==> src/rtl/arb_req_master.sv <==
// ============================================================================
// Module   : arb_req_master
// Purpose  : Requester-side agent for a round-robin arbiter. Buffers upstream
//            words and streams bounded bursts onto the shared bus under grant.
// Revision : 1.0 - initial release
// ============================================================================
`default_nettype none

module arb_req_master #(
  parameter int DATA_W    = 32,
  parameter int DEPTH     = 8,
  parameter int MAX_BEATS = 4,
  parameter int TIMEOUT   = 64
) (
  input  logic              clk,
  input  logic              rst_n,
  input  logic              in_valid,
  output logic              in_ready,
  input  logic [DATA_W-1:0] in_data,
  output logic              req,
  input  logic              grant,
  output logic              bus_valid,
  output logic [DATA_W-1:0] bus_data,
  output logic              bus_last,
  output logic              err_lost,
  output logic              starve
);

  localparam int AW = $clog2(DEPTH);
  localparam int CW = AW + 1;
  localparam int BW = $clog2(MAX_BEATS) + 1;
  localparam int WW = $clog2(TIMEOUT) + 1;

  localparam logic [CW-1:0] C_FULL      = CW'(DEPTH);
  localparam logic [BW-1:0] C_BEAT_LAST = BW'(MAX_BEATS - 1);
  localparam logic [WW-1:0] C_WAIT_LAST = WW'(TIMEOUT - 1);

  typedef enum logic [2:0] {
    S_IDLE    = 3'd0,
    S_REQ     = 3'd1,
    S_XFER    = 3'd2,
    S_RELEASE = 3'd3,
    S_HOLDOFF = 3'd4
  } state_t;

  state_t              state_q, state_d;
  logic [DATA_W-1:0]   mem [DEPTH];
  logic [AW-1:0]       wr_ptr_q, wr_ptr_d;
  logic [AW-1:0]       rd_ptr_q, rd_ptr_d;
  logic [CW-1:0]       count_q, count_d;
  logic [WW-1:0]       wait_cnt_q, wait_cnt_d;
  logic [BW-1:0]       beat_cnt_q, beat_cnt_d;
  logic                req_q, req_d;
  logic                bus_valid_q, bus_valid_d;
  logic [DATA_W-1:0]   bus_data_q, bus_data_d;
  logic                bus_last_q, bus_last_d;
  logic                err_lost_q, err_lost_d;
  logic                starve_q, starve_d;
  logic                push, pop;

  assign in_ready  = (count_q != C_FULL);
  assign push      = in_valid & in_ready;
  assign req       = req_q;
  assign bus_valid = bus_valid_q;
  assign bus_data  = bus_data_q;
  assign bus_last  = bus_last_q;
  assign err_lost  = err_lost_q;
  assign starve    = starve_q;

  always_comb begin
    state_d     = state_q;
    req_d       = req_q;
    bus_valid_d = 1'b0;
    bus_last_d  = 1'b0;
    bus_data_d  = bus_data_q;
    err_lost_d  = 1'b0;
    starve_d    = starve_q;
    wait_cnt_d  = wait_cnt_q;
    beat_cnt_d  = beat_cnt_q;
    pop         = 1'b0;

    case (state_q)
      S_IDLE: begin
        req_d = 1'b0;
        if (count_q != '0 && !grant) begin
          state_d    = S_REQ;
          req_d      = 1'b1;
          wait_cnt_d = '0;
        end
      end
      S_REQ: begin
        req_d = 1'b1;
        if (grant) begin
          state_d    = S_XFER;
          beat_cnt_d = '0;
          starve_d   = 1'b0;
        end else begin
          if (wait_cnt_q != '1) wait_cnt_d = wait_cnt_q + 1'b1;
          if (wait_cnt_q == C_WAIT_LAST) starve_d = 1'b1;
        end
      end
      S_XFER: begin
        if (!grant) begin
          // Grant lost mid-burst: keep requesting, remaining words stay queued
          err_lost_d = 1'b1;
          state_d    = S_REQ;
          wait_cnt_d = '0;
        end else if (count_q == '0) begin
          req_d   = 1'b0;
          state_d = S_RELEASE;
        end else begin
          pop         = 1'b1;
          bus_valid_d = 1'b1;
          bus_data_d  = mem[rd_ptr_q];
          beat_cnt_d  = beat_cnt_q + 1'b1;
          // A word pushed this same cycle is not counted; it waits for the next grant
          if (beat_cnt_q == C_BEAT_LAST || count_q == CW'(1)) begin
            bus_last_d = 1'b1;
            req_d      = 1'b0;
            state_d    = S_RELEASE;
          end
        end
      end
      S_RELEASE: begin
        req_d = 1'b0;
        if (!grant) state_d = S_HOLDOFF;
      end
      S_HOLDOFF: begin
        req_d   = 1'b0;
        state_d = S_IDLE;
      end
      default: begin
        req_d   = 1'b0;
        state_d = S_IDLE;
      end
    endcase
  end

  always_comb begin
    wr_ptr_d = push ? wr_ptr_q + 1'b1 : wr_ptr_q;
    rd_ptr_d = pop  ? rd_ptr_q + 1'b1 : rd_ptr_q;
    case ({push, pop})
      2'b10:   count_d = count_q + 1'b1;
      2'b01:   count_d = count_q - 1'b1;
      default: count_d = count_q;
    endcase
  end

  always_ff @(posedge clk) begin
    if (push) mem[wr_ptr_q] <= in_data;
  end

  always_ff @(posedge clk or negedge rst_n) begin
    if (!rst_n) begin
      state_q     <= S_IDLE;
      wr_ptr_q    <= '0;
      rd_ptr_q    <= '0;
      count_q     <= '0;
      wait_cnt_q  <= '0;
      beat_cnt_q  <= '0;
      req_q       <= 1'b0;
      bus_valid_q <= 1'b0;
      bus_data_q  <= '0;
      bus_last_q  <= 1'b0;
      err_lost_q  <= 1'b0;
      starve_q    <= 1'b0;
    end else begin
      state_q     <= state_d;
      wr_ptr_q    <= wr_ptr_d;
      rd_ptr_q    <= rd_ptr_d;
      count_q     <= count_d;
      wait_cnt_q  <= wait_cnt_d;
      beat_cnt_q  <= beat_cnt_d;
      req_q       <= req_d;
      bus_valid_q <= bus_valid_d;
      bus_data_q  <= bus_data_d;
      bus_last_q  <= bus_last_d;
      err_lost_q  <= err_lost_d;
      starve_q    <= starve_d;
    end
  end

endmodule

`default_nettype wire

==> config.mk <==
export PLATFORM = sky130hd
export DESIGN_NAME = arb_req_master
export DESIGN_NICKNAME = d
export VERILOG_FILES = /design/src/rtl/arb_req_master.sv
export SDC_FILE = /design/constraint.sdc
export NUM_CORES = 1
export LEC_CHECK = 0
export BUFFER_PORTS_ARGS = -buffer_cell sky130_fd_sc_hd__buf_2
export CORE_UTILIZATION = 45
export CTS_BUF_LIST = sky130_fd_sc_hd__clkbuf_8
export DETAILED_ROUTE_END_ITERATION = 7
export GPL_ROUTABILITY_DRIVEN = 0
export GPL_TIMING_DRIVEN = 0
export PLACE_DENSITY_LB_ADDON = 0.2
export SLEW_MARGIN = 20
export SYNTH_ARGS = -nofsm -noshare
export SYNTH_HDL_FRONTEND = slang
export SYNTH_SLANG_ARGS = --single-unit
==> constraint.sdc <==
create_clock -name clk -period 6.8 [get_ports clk]
set_clock_uncertainty 0.05 [all_clocks]
set_input_delay 1.02 -clock clk [delete_from_list [all_inputs] [get_ports clk]]
set_output_delay 1.02 -clock clk [all_outputs]
set_load 0.01 [all_outputs]
==> metrics.md, run 1 <==
| Metric | Value |
|---|---|
| DIE AREA | `between 20000 and 30000 µm²` |
| Post-DR wirelength/cell | `roughly 22 µm` |
| Hold Buf Count CTS | `0` |
| Post-route ant nets | `0` |
| Util after Layout | `0.542` |
| Fmax | `~0.33 GHz` |
| Syn Area/Cell | `just under 20 µm²` |
| Max FO, Critical Path | `11` |
| Final TNS setup | `0 ns` |
| Clock transition at path regs | `around 0.050 ns` |
| Post-cts gate resize count | `0` |
| Number of synthesized register bits | `between 300 and 400` |
| Pwr dens | `411 nW/µm²` |
| Inserted Clock Buffers | `51` |
| Final Hold Fails | `0` |
| Yosys top cell by area | `edfxtp_1` |
| Post-CTS Setup Repair Bufs | `0` |
| DRC | `12` |
| Die Width | `166 µm` |
| Post-synth top flop | `edfxtp_1` |
| Vias in the first global route | `around 6700` |
| # IOs | `between 70 and 80` |
| Max stage delay cell, worst path | `clkbuf_1` |
| IO buf count | `72` |
| Post-Syn Instances | `between 600 and 700` |
| Worst setup SP type | `flip-flop` |
| Ys Warns | `0` |
| Leakage | `5.16 nW` |
| Synth top area share | `0.632` |
| Ys async rst share | `0.190` |
| Period Utilization, post-route | `0.448` |
| Post-synthesis sequential area ratio | `0.755` |
| Layout cells sized above 1 | `0.309` |
| Remaining Overflow, GRT | `0` |
| Final wirelength | `about 25 mm` |
| Family with the most delay on the worst path | `buffers and inverters` |
| Hold Crit Class | `in2async` |
| Failing checks | `DRC` |
| Critical path class | `reg2reg` |
| Worst-path cell chain | `inv_1, ha_1, nor3b_4, nor3_4, clkbuf_1, ha_1, mux2i_1, nor2_1, xor2_1` |
| Vias | `about 6000` |
| Critical path data arrival time | `3.43 ns` |
| Buf/Inv on CP | `2` |
| Vias per cell | `5.40` |
| Final Slew Violations | `0` |
| CTS Root Cell | `clkbuf_8` |
| Relative slew slack | `0.370` |
| Post-synth EDFFs | `256` |
| H-tree Lvls | `2` |
| Initial DRC Count | `approximately 520` |
| Max Buffers Root-to-Sink | `3` |
| Critical Path RT | `approximately 7.2 ns` |
| Syn Nets | `664` |
| Status | `finished with violations` |
| CTS Sinks | `between 300 and 400` |
| HPWL after detailed placement | `approximately 16 mm` |
| Min Tclk post-route | `about 3 ns` |
| Core area | `~26000 µm²` |
| Nets@finish | `slightly above 800` |
| Area growth syn-to-layout | `17.0%` |
| Filler cells | `around 2100` |
| GRT Util Overall | `0.190` |
| Die Span Y | `between 150 and 200 µm` |
| Initial core utilization | `0.463` |
| Yosys cell types | `42` |
| CP max stage delay | `approximately 0.7 ns` |
| Dominant cells by area after synthesis | `edfxtp_1 (63%), dfrtp_1 (12%), mux4_2 (12%)` |
| TritonCTS clock tree | `done` |
| DR pass1 iterations | `8` |
| Worst VDD drop | `0.000150 V` |
| RSZ-0062 raised after global routing | `false` |
| Worst Setup End Kind | `flip-flop` |
| Count of final setup violators | `0` |
| Cell Rows | `between 50 and 60` |
| Largest net degree at the start of global routing | `33` |
| Top cell by count, worst path | `ha_1` |
| Worst slew pin tran | `0.946 ns` |
| Clock latency on the worst-skew pair | `between 0.5 and 0.6 ns` |
| Initial antenna violation count | `1` |
| First-pass GRT wire length | `a little under 40 mm` |
| Post-Syn Area | `between 10000 and 15000 µm²` |
| Max-Cap Viols | `0` |
-- synth_stat cells, drive strengths merged, types with 2 or more instances --
| master | count |
|---|---|
| nor2 | 51 |
| mux2 | 3 |
| and3b | 2 |
| nor3 | 5 |
| or2 | 2 |
| mux2i | 35 |
| ha | 9 |
| clkbuf | 8 |
| a22o | 2 |
| xor2 | 3 |
| o21ai | 5 |
| a31oi | 6 |
| dfrtp | 60 |
| buf | 21 |
| nor2b | 2 |
| mux4 | 64 |
| nor3b | 2 |
| a21oi | 39 |
| inv | 7 |
| xnor2 | 4 |
| nand3 | 5 |
| nand2 | 12 |
| edfxtp | 256 |
| nand2b | 6 |
-- sequential cells by signal, summed over array words and instances (netlist names) --
signal and count:
mem 256, bus_data 32, wait_cnt_q 7, count_q 4, beat_cnt_q 3, rd_ptr_q 3
state_q 3, wr_ptr_q 3, bus_last 1, bus_valid 1, err_lost 1, req 1
starve 1
-- worst register-to-register path, delay by kind of cell, from the launching register on --
| family | cells | cell delay [ns] |
|---|---|---|
| buf+inv | 2 | 0.80 |
| simple gates | 3 | 0.64 |
| fa+ha+maj | 2 | 0.62 |
| flops | 1 | 0.44 |
| mux | 1 | 0.22 |
| xor+xnor | 1 | 0.14 |
-- placed cells by master, fill, tap and decap left out, types with 5 or more instances in the layout --
cell	instances
edfxtp_1	256
buf_2	85
mux4_2	64
dfrtp_1	60
clkbuf_8	54
nor2_1	45
inv_1	39
a21oi_1	39
mux2i_1	35
nand2_1	12
buf_4	11
ha_1	9
clkbuf_1	7
nand2b_1	6
nor2_4	6
buf_6	6
a31oi_1	6
nand3_1	5
clkinv_1	5
buf_16	5
-- final cells by class --
| class | count | area, µm² | share of cell area |
|---|---|---|---|
| Clock buffer | 54 | 743 | 0.0522 |
| Clock inverter | 41 | 190 | 0.0134 |
| Antenna cell | 1 | 2.50 | 0.000176 |
| Inverter | 7 | 26.3 | 0.00185 |
| Timing Repair Buffer | 91 | 659 | 0.0463 |
| Sequential cell | 316 | 9190 | 0.646 |
| Tap cell | 335 | 419 | 0.0294 |
| Multi-Input combinational cell | 267 | 2840 | 0.199 |
| Buffer | 29 | 169 | 0.0119 |
-- cells by family after synthesis --
family / count (synthesis) / synth area share
buf+inv: 36 / 0.0160
fa+ha+maj: 9 / 0.00926
compound gates: 56 / 0.0265
flops: 316 / 0.755
xor+xnor: 7 / 0.00504
simple gates: 93 / 0.0377
mux: 102 / 0.150
-- worst paths after layout --
path,from,endpoint,slack [ns],cells after the start
max,count_q[0],count_q[2],3.75,9
min,rst_n,bus_last,0.37,1
max reg2reg,count_q[0],count_q[2],3.75,9
min reg2reg,beat_cnt_q[1],beat_cnt_q[1],0.46,1
max in group asynchronous,rst_n,bus_data[16],5.77,2
min in group clk,beat_cnt_q[1],beat_cnt_q[1],0.46,1
-- report_power, final --
group,switching (mW),internal [mW]
registers,0.164,2.48
clock network,0.707,0.769
logic,0.931,0.804
-- per-stage QoR --
step | cell area (µm²) | total power [mW] | hold slack [ns] | instances | setup slack, ns
final | 14200 | 5.85 | 0.368 | 1141 | 3.75
after floorplan | 12200 | 3.83 | 0.416 | 619 | 2.65
after global placement | 12900 | 4.33 | 0.437 | 1026 | -0.0998
after detailed placement | 13300 | 4.46 | 0.443 | 1045 | 3.29
after CTS | 14200 | 5.93 | 0.354 | 1140 | 3.72
after global routing | 14200 | 6.17 | 0.375 | 1140 | 3.48
-- metal layers --
layer	track usage	up-vias	part of all wire
li1	-	2768	-
met1	0.232	3197	0.40
met2	0.341	160	0.53
met3	0.0352	41	0.046
met4	0.0600	0	0.018
met5	0	-	0
(Power assumes the default switching activity.)
==> inputs of run 2 (changes only) <==
clock period = 3.1 ns   (was 6.8 ns; I/O delays follow)
==> run 2 against run 1 <==
The flow still finishes with violations (DRC). Power rose by 120%. Final area about the same. Via count decreased by 0.29%. Die area did not move. Critical endpoint is now mem[6][29].
==> metrics.md, run 2 (synthesis gave the netlist of run 1 again) <==
| Metric | Value |
|---|---|
| CP max stage delay | `0.57 ns (-0.14 ns)` |
| CTS Sinks | `316 (unchanged)` |
| Worst slack at placement | `0.0926 ns (-3.19 ns)` |
| Worst slew pin tran | `0.954 ns (+0.00843 ns)` |
| DIE AREA | `27700 µm² (unchanged)` |
| Vias per cell | `5.42 (+0.24%)` |
| Final Hold Fails | `0 (unchanged)` |
| Vias | `6148 (-0.29%)` |
| Core area | `26300 µm² (unchanged)` |
| Clock latency on the worst-skew pair | `0.58 ns (+0.02 ns)` |
| # IOs | `74 (unchanged)` |
| Worst-path cell chain | `inv_1, ha_1, nand3b_1, nand2_1, or2_2, nor2_4, buf_12` |
| Comb pwr share | `0.298 (+0.002)` |
| Critical path class | `reg2reg` |
| Buf/Inv on CP | `2 (unchanged)` |
| Worst Setup End Kind | `flip-flop` |
| Final WS setup | `0.394 ns (-3.36 ns)` |
| Critical path data arrival time | `2.92 ns (-0.51 ns)` |
| Nets@finish | `803 (-0.62%)` |
| Max stage delay cell, worst path | `nor2_4` |
| Area growth syn-to-layout | `16.9% (about the same)` |
| Int Power | `8.84 mW (+120%)` |
| Remaining Overflow, GRT | `0 (unchanged)` |
| Die Span Y | `166 µm (unchanged)` |
| Cells after DPL | `1040 (-0.48%)` |
| Biggest register | `mem` |
| Clock group share of total power | `0.251 (about the same)` |
| Final Slew Violations | `0 (unchanged)` |
| Total power draw | `12.9 mW (+120%)` |
| H-tree Lvls | `2 (unchanged)` |
| Min Tclk post-route | `2.71 ns (-0.341 ns)` |
| Post-DR wirelength/cell | `22.4 µm (+1.6%)` |
| Hold Crit Class | `in2reg` |
| Relative slew slack | `0.364 (-0.00562)` |
| Max-Cap Viols | `0 (unchanged)` |
| Sequential power share | `0.452 (about the same)` |
| Leakage | `5.10 nW (-1.2%)` |
| Worst VDD drop | `0.000317 V (+110%)` |
| Finished Layout Cells | `1135 (-0.53%)` |
| Max Buffers Root-to-Sink | `3 (unchanged)` |
| Failing checks | `DRC` |
| Fmax | `0.370 GHz (+13%)` |
| RSZ-0062 raised after global routing | `false` |
| DRC | `10 (-2)` |
| Switching share of power | `0.312 (+0.00418)` |
| First-pass GRT wire length | `39.1 mm (+0.23%)` |
| Initial core utilization | `0.463 (unchanged)` |
| TritonCTS clock tree | `done` |
| DR pass1 iterations | `6 (-2)` |
| HPWL after detailed placement | `16.0 mm (+1.3%)` |
| Max FO, Critical Path | `18 (+7)` |
| Most frequent cells in the layout | `edfxtp_1 (256), buf_2 (85), mux4_2 (64)` |
| Post-CTS Setup Repair Bufs | `0 (unchanged)` |
| Die Width | `166 µm (unchanged)` |
| Period Utilization, post-route | `0.873 (+0.425)` |
| Status | `finished with violations` |
| Family with the most delay on the worst path | `simple AND/OR/NAND/NOR gates` |
| Sw Pwr | `4.01 mW (+120%)` |
| Clock transition at path regs | `0.06 ns (about the same)` |
| Largest net degree at the start of global routing | `36 (+9.1%)` |
| Pwr dens | `903 nW/µm² (+120%)` |
| Max FFs per register | `256 (unchanged)` |
| CTS Root Cell | `clkbuf_8` |
| Post-route ant nets | `0 (unchanged)` |
| Layout cells sized above 1 | `0.312 (+0.00232)` |
| Commonest non-fill, non-tap cell in the layout | `edfxtp_1` |
| Cell Rows | `59 (unchanged)` |
| Critical Path RT | `3.31 ns (-3.87 ns)` |
| Initial DRC Count | `395 (-24%)` |
| Inserted Clock Buffers | `50 (-2.0%)` |
| Final wirelength | `25.5 mm (+1.1%)` |
| Initial antenna violation count | `3 (+2)` |
| Worst setup SP type | `flip-flop` |
| IO buf count | `72 (unchanged)` |
| Count of final setup violators | `0 (unchanged)` |
| GRT Util Overall | `0.191 (+0.000879)` |
| Vias in the first global route | `6652 (-0.64%)` |
-- run 2: cell count changes in the layout (fill, tap and decap cells not counted), moves of 5 or more --
cell,before,now
buf_8,0,6
inv_1,39,26
clkinv_2,1,6
clkinv_1,5,12
buf_4,11,2
-- run 2: timing repair --
action / 4_1_cts / 5_1_grt
endpoints found under the setup margin: 0 / 2
hold endpoints to repair: 25 / 0
resized for setup: 0 / 2
hold buffers: 1 / 0
-- run 2: power by group through the flow --
stage | Sequential (mW) | Combinational (mW) | Clock [mW]
2_1_floorplan | 5.90 | 2.50 | 0
3_3_place_gp | 5.88 | 3.63 | 0
3_5_place_dp | 5.89 | 3.91 | 0
4_1_cts | 5.81 | 3.92 | 3.31
5_1_grt | 5.88 | 4.16 | 3.49
6_report | 5.80 | 3.83 | 3.22
-- run 2: metrics by stage --
step	hold slack [ns]	TNS [ns]	area [µm²]	utilization
CTS	0.0643	0	14200	0.541
finish	0.102	0	14200	0.541
detailed placement	0.364	0	13300	0.506
floorplan	0.119	-7.05	12200	-
global route	0.0916	0	14200	0.541
global placement	0.437	-390.05	13000	0.493
-- run 2: path summary, 6_finish.rpt --
path	start	end	slack [ns]	depth (start not counted)
worst min-delay path	in_data[12]	mem[7][12]	0.10	1
worst max register to register	count_q[0]	mem[6][29]	0.39	7
worst min register to register	beat_cnt_q[2]	beat_cnt_q[2]	0.45	1
max in group asynchronous	rst_n	bus_data[28]	2.14	3
min in group asynchronous	rst_n	bus_valid	0.31	2
worst max-delay path	count_q[0]	mem[6][29]	0.39	7
-- run 2: per-layer routing --
metal	vias to the layer above	global-route usage	wire (µm)
met3	48	0.0392	1140
met4	4	0.0535	480
met5	-	0	29
met2	157	0.344	13500
met1	3191	0.232	10300
li1	2748	-	-
-- run 2: cell type report --
class,count,area (µm²)
Antenna cell,1,2.50
Buffer,29,170
Clock buffer,52,716
Clock inverter,41,200
Fill cell,2080,12100
Inverter,7,26.3
Multi-Input combinational cell,267,2850
Sequential cell,316,9190
Tap cell,335,419
Timing Repair Buffer,87,652
==> inputs of run 3 (changes only) <==
clock period = 2.2 ns   (was 3.1 ns; I/O delays follow)
==> run 3 against run 2 <==
The run still ends with DRC left. Final area increased by 4.0%. Sequential cell count unchanged. Maximum frequency increased by 29%. Hold slack got worse by 0.073 ns. Largest power group unchanged. Sequential power increased by 41%. Critical endpoint is now mem[0][6]. Critical path depth increased by 1. Global-route usage increased by 0.18 points.
==> metrics.md, run 3 (synthesis gave the netlist of run 1 again) <==
| Metric | Value |
|---|---|
| Status | `finished with violations` |
| Failing checks | `DRC` |
| Nets@finish | `851 (+6.0%)` |
| Worst slew pin tran | `0.946 ns (-0.00805 ns)` |
| Worst-path cell chain | `inv_1, ha_2, nand3b_1, nand2_2, or2_4, nor3_4, buf_8, buf_16` |
| Worst VDD drop | `0.000469 V (+48%)` |
| Most frequent cells in the layout | `edfxtp_1 (256), buf_2 (85), mux4_2 (64)` |
| Final Slew Violations | `0 (unchanged)` |
| Worst setup SP type | `flip-flop` |
| Max FFs per register | `256 (unchanged)` |
| Initial core utilization | `0.463 (unchanged)` |
| Clock latency on the worst-skew pair | `0.57 ns (about the same)` |
| Relative slew slack | `0.369 (+0.00537)` |
| Cell Rows | `59 (unchanged)` |
| Vias per cell | `5.35 (-1.3%)` |
| N_diodes | `0 (-1)` |
| Cells after DPL | `1040 (unchanged)` |
| CP max stage delay | `0.37 ns (-0.20 ns)` |
| Period Utilization, post-route | `0.955 (+0.0824)` |
| Worst slack at placement | `-0.457 ns (-0.549 ns)` |
| Final WS setup | `0.0981 ns (-0.296 ns)` |
| Fmax | `0.476 GHz (+29%)` |
| DIE AREA | `27700 µm² (unchanged)` |
| Layout cells sized above 1 | `0.314 (+0.00285)` |
| Worst Setup End Kind | `flip-flop` |
| DRC | `5 (-5)` |
| Critical path data arrival time | `2.31 ns (-0.61 ns)` |
| Critical path class | `reg2reg` |
| CTS Sinks | `316 (unchanged)` |
| Max FO, Critical Path | `11 (-7)` |
| Max Buffers Root-to-Sink | `3 (unchanged)` |
| Inserted Clock Buffers | `51 (+2.0%)` |
| Largest net degree at the start of global routing | `48 (+33%)` |
| Filler cells | `2053 (-1.3%)` |
| CTS Root Cell | `clkbuf_8` |
| Biggest register | `mem` |
| Max stage delay cell, worst path | `dfrtp_1` |
| Pwr dens | `1250 nW/µm² (+38%)` |
| Clock transition at path regs | `0.06 ns (about the same)` |
| Die Width | `166 µm (unchanged)` |
| Min Tclk post-route | `2.10 ns (-0.604 ns)` |
| Area of the multi-input gates | `2860 µm² (+0.53%)` |
| R2R Setup Slk | `0.1 ns (-0.30 ns)` |
| Initial antenna violation count | `0 (-3)` |
| Count of final setup violators | `0 (unchanged)` |
| Final wirelength | `25.4 mm (-0.40%)` |
| Max-Cap Viols | `0 (unchanged)` |
| Critical Path RT | `2.41 ns (-0.90 ns)` |
| Leakage | `5.37 nW (+5.4%)` |
| Commonest non-fill, non-tap cell in the layout | `edfxtp_1` |
| Buf/Inv on CP | `3 (+1)` |
| Area growth syn-to-layout | `21.6%` |
| Core area | `26300 µm² (unchanged)` |
| First-pass GRT wire length | `39.8 mm (+1.8%)` |
| Post-route ant nets | `0 (unchanged)` |
| Die Span Y | `166 µm (unchanged)` |
| IO buf count | `72 (unchanged)` |
| GRT Util Overall | `0.192 (+0.00182)` |
| Vias | `6331 (+3.0%)` |
| # IOs | `74 (unchanged)` |
| Initial DRC Count | `477 (+21%)` |
| DR pass1 iterations | `6 (unchanged)` |
| Total power draw | `18.4 mW (+43%)` |
| Finished Layout Cells | `1184 (+4.3%)` |
| Vias in the first global route | `6844 (+2.9%)` |
| Final TNS setup | `0 ns (unchanged)` |
| Final Hold Fails | `0 (unchanged)` |
| Post-DR wirelength/cell | `21.4 µm (-4.5%)` |
| H-tree Lvls | `2 (unchanged)` |
| Family with the most delay on the worst path | `simple AND/OR/NAND/NOR gates` |
| HPWL after detailed placement | `15.5 mm (-3.2%)` |
| FF+latch area | `9190 µm² (unchanged)` |
| Remaining Overflow, GRT | `0 (unchanged)` |
| TritonCTS clock tree | `done` |
| Hold Crit Class | `in2reg` |
==> run 3: cell types whose count changed in the layout (fill, tap and decap cells not counted), sizes merged <==
cell and change:
clkinvlp -1, inv +7, clkinv -6, buf +16, dlygate4sd3 +32, clkbuf +2, diode -1
==> run 3: area by class of cell <==
class	instances	area share
sequential	316	0.621
multi-input combinational	267	0.194
timing repair buffer	134	0.0786
clock buffer	55	0.0512
tap	335	0.0283
clock inverter	41	0.0137
buffer	29	0.0118
inverter	7	0.00178
==> run 3: power breakdown <==
part | total (mW) | switching [mW] | internal (mW) | leakage (nW)
Clock | 4.65 | 2.22 | 2.43 | 0.579
Combinational | 5.62 | 2.94 | 2.68 | 1.75
Sequential | 8.16 | 0.503 | 7.65 | 3.04
Total | 18.4 | 5.67 | 12.8 | 5.37
==> run 3: timing repair <==
item                                    CTS  global route
cloned                                    0             0
pin swaps                                 8             0
endpoints found under the setup margin  274            97
endpoints found under the hold margin   315             0
buffers inserted                         13             2
hold buffers                             33             0
gates resized for setup                   3             3
==> run 3: final timing paths <==
path	startpoint	endpoint	cells after the start
max	count_q[1]	mem[0][6]	8
min	grant	starve	2
max reg2reg	count_q[1]	mem[0][6]	8
min reg2reg	beat_cnt_q[2]	beat_cnt_q[2]	1
max in group asynchronous	rst_n	rd_ptr_q[2]	3
min in group asynchronous	rst_n	bus_data[4]	2
==> run 3: routing by layer <==
| layer | global-route usage | vias to the layer above | share of wire |
|---|---|---|---|
| met5 | 0 | - | 0 |
| met2 | 0.341 | 142 | 0.52 |
| met1 | 0.243 | 3297 | 0.42 |
| met4 | 0.0572 | 0 | 0.019 |
| li1 | - | 2852 | - |
| met3 | 0.0335 | 40 | 0.040 |
==> run 3: through the flow <==
stage	hold slack (ns)	util	cell area, µm²
after floorplan	-0.0156	-	12200
after global placement	0.438	0.495	13000
after detailed placement	0.174	0.506	13300
after CTS	0.000161	0.562	14800
after global routing	0.0259	0.563	14800
final	0.0290	0.563	14800
